--- config.mk ---
export PLATFORM = sky130hd
export DESIGN_NAME = apb_master_arbiter
export DESIGN_NICKNAME = d
export VERILOG_FILES = /design/src/rtl/apb_arb_pkg.sv /design/src/rtl/rr_arbiter.sv /design/src/rtl/apb_master_arbiter.sv
export SDC_FILE = /design/constraint.sdc
export NUM_CORES = 1
export LEC_CHECK = 0
export ABC_AREA = 1
export BUFFER_PORTS_ARGS = -buffer_cell sky130_fd_sc_hd__buf_2
export CORE_AREA = 2 2 168 170
export CTS_BUF_LIST = sky130_fd_sc_hd__clkbuf_16
export CTS_CLUSTER_SIZE = 25
export DETAILED_ROUTE_END_ITERATION = 10
export DIE_AREA = 0 0 170 172
export PLACE_DENSITY_LB_ADDON = 0.1
export SYNTH_ARGS = -nofsm -noshare
export SYNTH_HDL_FRONTEND = slang
export SYNTH_HIERARCHICAL = 1
export SYNTH_SLANG_ARGS = --single-unit
--- constraint.sdc ---
create_clock -name PCLK -period 4 [get_ports PCLK]
set_clock_uncertainty 0.2 [all_clocks]
set_input_delay 0.8 -clock PCLK [delete_from_list [all_inputs] [get_ports PCLK]]
set_output_delay 0.8 -clock PCLK [all_outputs]
set_load 0.01 [all_outputs]
--- src/rtl/apb_arb_pkg.sv ---
// Shared types and helpers for the round-robin APB master arbiter.
package apb_arb_pkg;

  typedef enum logic [1:0] {ST_IDLE, ST_SETUP, ST_ACCESS} apb_arb_state_e;

  // Index width that stays legal for a single-requester build.
  function automatic int unsigned idx_width(input int unsigned n);
    return (n > 1) ? $clog2(n) : 1;
  endfunction

endpackage

--- src/rtl/rr_arbiter.sv ---
// Combinational round-robin picker: first set request at or after ptr, wrapping.
module rr_arbiter
  import apb_arb_pkg::*;
#(
  parameter  int unsigned N  = 4,
  localparam int unsigned PW = idx_width(N)
) (
  input  logic [N-1:0]  req,
  input  logic [PW-1:0] ptr,
  input  logic          en,
  output logic [N-1:0]  grant,
  output logic [PW-1:0] grant_idx
);

  always_comb begin
    int unsigned idx;
    logic        found;
    grant     = '0;
    grant_idx = '0;
    found     = 1'b0;
    idx       = 0;
    for (int unsigned i = 0; i < N; i++) begin
      idx = (32'(ptr) + i) % N;
      if (en && !found && req[idx]) begin
        grant[idx] = 1'b1;
        grant_idx  = PW'(idx);
        found      = 1'b1;
      end
    end
  end

endmodule

--- src/rtl/apb_master_arbiter.sv ---
// Shares one APB master port among NUM_REQ requesters with round-robin grants,
// sequencing SETUP/ACCESS and returning completion status to the owner.
module apb_master_arbiter
  import apb_arb_pkg::*;
#(
  parameter int unsigned NUM_REQ    = 4,
  parameter int unsigned ADDR_WIDTH = 32,
  parameter int unsigned DATA_WIDTH = 32
) (
  input  logic                            PCLK,
  input  logic                            PRESET,
  input  logic [NUM_REQ-1:0]              req_valid,
  output logic [NUM_REQ-1:0]              req_ready,
  input  logic [NUM_REQ-1:0]              req_write,
  input  logic [NUM_REQ*ADDR_WIDTH-1:0]   req_addr,
  input  logic [NUM_REQ*DATA_WIDTH-1:0]   req_wdata,
  input  logic [NUM_REQ*DATA_WIDTH/8-1:0] req_strb,
  output logic [NUM_REQ-1:0]              rsp_valid,
  output logic [DATA_WIDTH-1:0]           rsp_rdata,
  output logic                            rsp_slverr,
  output logic                            PSEL,
  output logic                            PENABLE,
  output logic                            PWRITE,
  output logic [ADDR_WIDTH-1:0]           PADDR,
  output logic [DATA_WIDTH-1:0]           PWDATA,
  output logic [DATA_WIDTH/8-1:0]         PSTRB,
  input  logic [DATA_WIDTH-1:0]           PRDATA,
  input  logic                            PREADY,
  input  logic                            PSLVERR
);

  localparam int unsigned PW = idx_width(NUM_REQ);
  localparam int unsigned SW = DATA_WIDTH / 8;

  apb_arb_state_e            state;
  logic [PW-1:0]             rr_ptr;
  logic [PW-1:0]             owner;
  logic                      arb_cycle;
  logic [NUM_REQ-1:0]        grant;
  logic [PW-1:0]             grant_idx;
  logic                      any_grant;
  logic                      sel_write;
  logic [ADDR_WIDTH-1:0]     sel_addr;
  logic [DATA_WIDTH-1:0]     sel_wdata;
  logic [SW-1:0]             sel_strb;

  assign arb_cycle = (state == ST_IDLE) || ((state == ST_ACCESS) && PREADY);
  assign any_grant = |grant;
  assign req_ready = grant;

  rr_arbiter #(.N(NUM_REQ)) u_rr (
    .req       (req_valid),
    .ptr       (rr_ptr),
    .en        (arb_cycle),
    .grant     (grant),
    .grant_idx (grant_idx)
  );

  always_comb begin
    sel_write = req_write[grant_idx];
    sel_addr  = req_addr [32'(grant_idx) * ADDR_WIDTH +: ADDR_WIDTH];
    sel_wdata = req_wdata[32'(grant_idx) * DATA_WIDTH +: DATA_WIDTH];
    sel_strb  = req_strb [32'(grant_idx) * SW +: SW];
  end

  always_ff @(posedge PCLK) begin
    if (PRESET) begin
      state      <= ST_IDLE;
      rr_ptr     <= '0;
      owner      <= '0;
      PSEL       <= 1'b0;
      PENABLE    <= 1'b0;
      PWRITE     <= 1'b0;
      PADDR      <= '0;
      PWDATA     <= '0;
      PSTRB      <= '0;
      rsp_valid  <= '0;
      rsp_rdata  <= '0;
      rsp_slverr <= 1'b0;
    end else begin
      rsp_valid <= '0;
      if (state == ST_SETUP) begin
        PENABLE <= 1'b1;
        state   <= ST_ACCESS;
      end else if (arb_cycle) begin
        // Completion and the next grant share this cycle, so a back-to-back
        // transfer goes straight to SETUP with PSEL held high.
        if (state == ST_ACCESS) begin
          rsp_valid[owner] <= 1'b1;
          rsp_rdata        <= PWRITE ? '0 : PRDATA;
          rsp_slverr       <= PSLVERR;
        end
        PENABLE <= 1'b0;
        if (any_grant) begin
          state  <= ST_SETUP;
          PSEL   <= 1'b1;
          PWRITE <= sel_write;
          PADDR  <= sel_addr;
          PWDATA <= sel_wdata;
          PSTRB  <= sel_strb;
          owner  <= grant_idx;
          rr_ptr <= (grant_idx == PW'(NUM_REQ - 1)) ? '0 : grant_idx + PW'(1);
        end else begin
          state <= ST_IDLE;
          PSEL  <= 1'b0;
        end
      end
    end
  end

endmodule

Word level (Yosys, flattened, before mapping)
Cells that the tools add are included.
{"block": "totals", "out_inout_bits": 112, "in_bits": 316, "word_cells": 104, "ff_bits": 114}
{"block": "op_classes", "n_addsub": 4, "reduce_logical": 25, "n_eq_ne": 3, "bitwise": 6, "n_lt_le_gt_ge": 11, "n_mux": 39, "shifts": 3}
{"cell": "$shiftx 128x8->32", "n": 2}
{"cell": "$mux 32", "n": 1}
{"cell": "$lt 2x3->1 const B", "n": 6}
{"cell": "$mux 1", "n": 17}
{"cell": "$mux 4", "n": 4}
{"cell": "$shiftx 16x5->4", "n": 1}
{"cell": "$mux 2", "n": 7}
{"cell": "$logic_and 1x1->1", "n": 13}
{"cell": "$or 4x4->4", "n": 3}
{"cell": "$bmux 1 s2", "n": 5}
{"cell": "$demux 1 s2", "n": 5}
{"cell": "$ge 2x1->1 const B", "n": 5}
{"cell": "$reduce_or 4->1", "n": 2}
{"cell": "$reduce_and 3->1", "n": 2}
{"cell": "$add 2x1->2 const B", "n": 2}
{"cell": "$add 2x2->2 const B", "n": 2}
{"cell": "$eq 2x2->1 const B", "n": 2}
{"cell": "$logic_not 1->1", "n": 3}
{"cell": "$not 1->1", "n": 3}
{"cell": "$eq 2x1->1 const B", "n": 1}
{"cell": "$logic_not 2->1", "n": 1}
{"cell": "$reduce_and 2->1", "n": 1}
{"cell": "$reduce_bool 2->1", "n": 1}
{"cell": "$reduce_or 2->1", "n": 1}
{"cell": "$logic_or 1x1->1", "n": 1}

Longest topological paths before layout
{"block": "depth", "word_depth": 21, "ltp_mapped": 19, "ltp_nobuf": 15}

By module
Netlist, hierarchy kept.
{"mod": "apb_master_arbiter", "seq_area_each_um2": 2262.2, "area_each_um2": 7581.0, "cells_per_inst": 1439, "n_inst": 1}
{"mod": "rr_arbiter", "seq_area_each_um2": 0.0, "area_each_um2": 505.5, "cells_per_inst": 82, "n_inst": 1}

Least setup slack after synthesis
OpenSTA, ideal clock, no wires.
{"block": "synth_timing", "path_kind": "reg-to-reg", "from": "reg rr_ptr[0]", "to": "reg PADDR[10]", "synth_period_minus_slack_ns": 2.960, "arrival_time_ns": 2.647, "t_required_ns": 3.687, "path_slack_ns": 1.040, "path_stages_with_launch": 19, "setup_ns": 0.113, "path_buffers": 4, "cell_sequence": "dfxtp_1 > inv_2 > ha_1 > inv_1 > nand3_2 > nand2_1 > inv_2 > nor2_4 > buf_6 > nand3_1 > nand3_1 > buf_2 > buf_2 > clkbuf_1 > nand2_1 > nand3_1 > nand2_1 > nor2_1 > nor2_1"}
{"block": "synth_via", "word_cells_on_any_way": 58, "classes_between": "add/sub (3); order compare (8); shift (1); mux (27); bitwise (3); reduce/logical (16)"}
{"element": "start, declared", "line_no": "apb_master_arbiter.sv:36", "source": "logic [PW-1:0] rr_ptr;"}
{"element": "start signal, assigned", "line_no": "apb_master_arbiter.sv:102", "source": "rr_ptr <= (grant_idx == PW'(NUM_REQ - 1)) ? '0 : grant_idx + PW'(1);"}
{"element": "$bmux 1 s2", "line_no": "rr_arbiter.sv:24", "source": "if (en && !found && req[idx]) begin"}
{"element": "$mux 1 (not written as such)", "line_no": "rr_arbiter.sv:24"}
{"element": "$logic_and 1x1->1", "line_no": "rr_arbiter.sv:24"}
{"element": "$mux 1", "line_no": "rr_arbiter.sv:24"}
{"element": "$logic_not 1->1", "line_no": "rr_arbiter.sv:24"}
{"element": "$logic_and 1x1->1 (2 in series)", "line_no": "rr_arbiter.sv:24"}
{"element": "$mux 1", "line_no": "rr_arbiter.sv:24"}
{"element": "$logic_not 1->1", "line_no": "rr_arbiter.sv:24"}
{"element": "$logic_and 1x1->1 (2 in series)", "line_no": "rr_arbiter.sv:24"}
{"element": "$mux 1", "line_no": "rr_arbiter.sv:24"}
{"element": "$logic_not 1->1", "line_no": "rr_arbiter.sv:24"}
{"element": "$logic_and 1x1->1 (2 in series)", "line_no": "rr_arbiter.sv:24"}
{"element": "$mux 2 *", "line_no": "rr_arbiter.sv:24"}
{"element": "named net grant_idx[0]", "line_no": "apb_master_arbiter.sv:40", "source": "logic [PW-1:0] grant_idx;"}
{"element": "$shiftx 128x8->32 *", "line_no": "apb_master_arbiter.sv:61", "source": "sel_addr = req_addr [32'(grant_idx) * ADDR_WIDTH +: ADDR_WIDTH];"}
{"element": "end signal, assigned", "line_no": "apb_master_arbiter.sv:98", "source": "PADDR <= sel_addr;"}
{"element": "end, declared", "line_no": "apb_master_arbiter.sv:24", "source": "output logic [ADDR_WIDTH-1:0] PADDR,"}
Mark *: on every way through the listed nets, which the timed path passes. The rest lies on a longest branch. The select of a mux whose other input is x is not followed.
A chain may end at the register's enable or synchronous reset.

Worst setup path after layout
{"block": "layout_timing", "from": "reg rr_ptr[0]", "to": "out req_ready[3]"}
{"block": "layout_via", "elab_chain_len": 16, "word_cells_on_any_way": 51, "classes_between": "add/sub (3); order compare (8); mux (23); bitwise (3); reduce/logical (14)"}
{"element": "parallel branches: the longest is 15 deep, another holds $lt 2x3->1"}
{"element": "$mux 4 *", "line_no": "rr_arbiter.sv:24"}
{"element": "end, declared", "line_no": "apb_master_arbiter.sv:13", "source": "output logic [NUM_REQ-1:0] req_ready,"}
Mark *: on every way between the ends. The select of a mux whose other input is x is not followed.

==> impl_results.md <==
- Status: finished clean
- Number of H-tree levels: 4
- Hold Fails Final Rpt: 0
- Startpoint of the worst register-to-register path: rr_ptr[0]
- Per-cell routed wire length: 13.0 um
- Worst R2R End: PWDATA[21]
- Worst relative slew slack: 0.258
- Initial core utilization: 0.294
- Largest family of logic cells by synthesized area: simple AND/OR/NAND/NOR gates
- Register bit count reported by yosys: 113
- Share of cell area taken by muxes after synthesis: 0
- Tightest Pin Transition: 1110 ps
- Global-route wire length before repair: 44.9 mm
- Later-pin clock latency in the skew report: 420 ps
- Routability Congestion: 0.872
- Root Buffer Master: sky130_fd_sc_hd__clkbuf_16
- Worst EP arrival: 2600 ps
- Clock tree from TritonCTS: built
- Kind of start point of the critical path: flip-flop
- Mapped Cells: 1521
- Unique masters post-synth: 24
- Iteration-0 DRC Markers: 446
- Worst hold path endpoint: rsp_slverr
- GR Overflow Total: 0
- Clk slew on worst S/H paths: 60 ps
- Layout fillers: 3185
- Final Util: 0.403
- R2R setup slack: 450 ps
- Worst hold-check path type: flip-flop to flip-flop
- Register area share after synthesis: 0.280
- Max-capacitance violation count: 0
- RSZ-0062 raised after global routing: false
- Number of remaining DRC errors: 0
- Count of TritonRoute iterations in the first routing pass: 5
- Highest net fanout along the worst path: 12
- Power density normalized to cell area: 886 nW/um^2
- Die area: 29200 um^2
- Total of cells resized after clock tree synthesis: 0
- Non-filler cells, final: 2259
- Fmax achieved: 278 MHz
- ANT nets after route: 0
- Highest metal layer with signal wires: met5
- Routed Wire Length: 29.4 mm
- Clock Path Buffers: 2
- Die height: 172 um
- Pin count of the biggest net entering global routing: 141
- Vias in the first global route: 8666
- Post-CTS Setup Bufs: 0
- M1 WL: 12.8 mm
- Mean cell area of the mapped netlist: 5.32 um^2
- Number of enable-type register cells in the synthesized netlist: 0
- Number of warnings reported in the yosys synthesis log: 6
- Number of buffers added to fix hold violations after cts: 0
- Final HPWL from detailed placement: 21.7 mm
- Share of layout cells above drive strength 1: 0.258
- Clock sink count: 113
- Total negative slack: 0 ps
- Post-Place Cells: 2226
- Adder and majority cell fraction of the synthesized area: 0.0139
- Signed area change from the synthesized netlist to the final layout: 36.8%
- Syn_nets: 1846
- Type of element capturing the critical path: primary output
- Min-Delay Startpoint: rsp_slverr
- Share of synthesized registers carrying an async set or reset: 0
- LEAKAGE: 7.20 nW
- Mapped cell area: 8090 um^2
- Routed length on met2: 13.9 mm
- Register-to-Register Path Depth: 15
- Register area: 2260 um^2
- Synthesized-area fraction occupied by ao, oa, aoi and oai cells: 0.0261
- Count of final setup violators: 0
- Primary flip-flop cell chosen by synthesis mapping: sky130_fd_sc_hd__dfxtp_1
- Die outline width: 170 um
- I/O pin cnt: 428
- Worst hold path cell count: 2
- Minimum clock period after layout: 3600 ps
- Required time at the worst-slack endpoint: 3000 ps
- VDD IR max: 494 uV
- Number of antenna violations at the first check in global routing: 2
- Final slew viol count: 0
- Wire length on met3: 2.35 mm
- Total via count in the routed design: 9593
- Area taken by multi-input logic gates: 4100 um^2
- Drt via density: 4.25
- Aggregate global-route resource usage: 0.194
- XOR/XNOR share of the synthesized area: 0
- Final net count: 2224
- Core footprint: 27500 um^2
- Class of the most critical setup path: flip-flop to primary output
- Count of input and output buffers: 427
- Crit share post-route: 0.899
- Simple-gate portion of the synthesized area: 0.465
- Total clock buffers created by CTS: 17
- Rows: 61
[sequential cells by signal (all words and copies together), names as in the netlist]
| signal | cells |
|---|---|
| PADDR | 32 |
| PENABLE | 1 |
| PSEL | 1 |
| PSTRB | 4 |
| PWDATA | 32 |
| PWRITE | 1 |
| owner | 2 |
| rr_ptr | 2 |
| rsp_rdata | 32 |
| rsp_slverr | 1 |
| rsp_valid | 4 |
| state | 1 |
[cell usage in the layout (no fill, tap or decap)]
cell type	instances
sky130_fd_sc_hd__nand3b_1	2
sky130_fd_sc_hd__inv_8	5
sky130_fd_sc_hd__buf_2	427
sky130_fd_sc_hd__nor2_8	1
sky130_fd_sc_hd__clkinv_2	1
sky130_fd_sc_hd__inv_4	1
sky130_fd_sc_hd__bufinv_16	1
sky130_fd_sc_hd__buf_12	4
sky130_fd_sc_hd__nor2_4	1
sky130_fd_sc_hd__a21oi_4	1
sky130_fd_sc_hd__nand2_1	543
sky130_fd_sc_hd__nor3_1	4
sky130_fd_sc_hd__o21ai_1	1
sky130_fd_sc_hd__inv_1	359
sky130_fd_sc_hd__nand3_2	3
sky130_fd_sc_hd__clkinvlp_4	3
sky130_fd_sc_hd__o21ai_0	33
sky130_fd_sc_hd__dfxtp_1	113
sky130_fd_sc_hd__nand3_1	195
sky130_fd_sc_hd__buf_4	11
sky130_fd_sc_hd__a21oi_1	5
sky130_fd_sc_hd__nand2_4	3
sky130_fd_sc_hd__nand3_4	1
sky130_fd_sc_hd__nand4_1	6
sky130_fd_sc_hd__nor2_1	148
sky130_fd_sc_hd__diode_2	1
sky130_fd_sc_hd__inv_2	4
sky130_fd_sc_hd__clkbuf_16	17
sky130_fd_sc_hd__and2_1	1
sky130_fd_sc_hd__inv_6	6
sky130_fd_sc_hd__ha_1	9
sky130_fd_sc_hd__nand2_2	3
[through the flow]
step           total power, mW  setup WS (ps)  hold WS [ps]  area, um^2
2_1_floorplan             6.59           1040           242        8090
3_3_place_gp              8.38            522           238       10500
3_5_place_dp              8.41            410           242       10500
4_1_cts                   10.0            359           268       11100
5_1_grt                   11.0           64.7           292       11100
6_report                  9.80            404           261       11100
[synth_stat cells, types with 2 or more instances]
| cell type | n | area (um^2) |
|---|---|---|
| sky130_fd_sc_hd__nand3_1 | 196 | 981 |
| sky130_fd_sc_hd__nor2_1 | 148 | 556 |
| sky130_fd_sc_hd__nand3_2 | 3 | 30.0 |
| sky130_fd_sc_hd__o21ai_0 | 33 | 165 |
| sky130_fd_sc_hd__inv_1 | 360 | 1350 |
| sky130_fd_sc_hd__buf_1 | 7 | 26.3 |
| sky130_fd_sc_hd__buf_2 | 27 | 135 |
| sky130_fd_sc_hd__nand2_2 | 4 | 25.0 |
| sky130_fd_sc_hd__buf_6 | 3 | 33.8 |
| sky130_fd_sc_hd__inv_2 | 5 | 18.8 |
| sky130_fd_sc_hd__nor3_1 | 4 | 20.0 |
| sky130_fd_sc_hd__dfxtp_1 | 113 | 2260 |
| sky130_fd_sc_hd__a21oi_1 | 5 | 25.0 |
| sky130_fd_sc_hd__clkbuf_1 | 46 | 173 |
| sky130_fd_sc_hd__ha_1 | 9 | 113 |
| sky130_fd_sc_hd__nand3b_1 | 2 | 15.0 |
| sky130_fd_sc_hd__nand2_1 | 543 | 2040 |
| sky130_fd_sc_hd__nand2_4 | 2 | 22.5 |
| sky130_fd_sc_hd__nand4_1 | 6 | 37.5 |
[critical path, stage by stage (launching register included)]
cell and delay (ps):
sky130_fd_sc_hd__dfxtp_1 560, sky130_fd_sc_hd__inv_2 190, sky130_fd_sc_hd__ha_1 380, sky130_fd_sc_hd__inv_1 120
sky130_fd_sc_hd__nand3_2 140, sky130_fd_sc_hd__nand2_1 100, sky130_fd_sc_hd__inv_2 40, sky130_fd_sc_hd__nor2_4 240
sky130_fd_sc_hd__nand3_1 140, sky130_fd_sc_hd__nand3_1 130, sky130_fd_sc_hd__buf_2 150
[how the worst max path moves through the flow]
stage	to	depth (start not counted)	startpoint
2_1_floorplan	PADDR[10]	18	rr_ptr[0]
3_3_place_gp	PWDATA[16]	13	req_valid[1]
3_5_place_dp	PWDATA[21]	15	rr_ptr[0]
4_1_cts	req_ready[2]	10	rr_ptr[0]
5_1_grt	PWDATA[21]	15	rr_ptr[0]
6_report	req_ready[3]	10	rr_ptr[0]
[cell type report]
| type | count | share of cell area |
|---|---|---|
| Multi-Input combinational cell | 960 | 0.371 |
| Timing Repair Buffer | 442 | 0.208 |
| Sequential cell | 113 | 0.205 |
| Inverter | 365 | 0.124 |
| Tap cell | 346 | 0.0391 |
| Clock buffer | 17 | 0.0385 |
| Clock inverter | 15 | 0.0146 |
| Antenna cell | 1 | 0.000226 |
[power by group]
group | switching [mW] | internal, mW
Sequential | 0.162 | 1.46
Combinational | 4.44 | 2.20
Clock | 0.655 | 0.887
Total | 5.26 | 4.54
[cells by family (layout without fill, tap and decap cells)]
family | count (synthesis) | after routing
flops | 113 | 113
compound gates | 40 | 40
other cells | 0 | 1
fa+ha+maj | 9 | 9
simple gates | 911 | 911
buf+inv | 448 | 839
[layer usage]
layer | vias to the layer above | GRT usage
met5 | - | 0
met4 | 2 | 0.0479
met3 | 23 | 0.0572
met2 | 308 | 0.337
met1 | 4096 | 0.234
li1 | 5164 | -
Power figures use the tool's default switching activity.
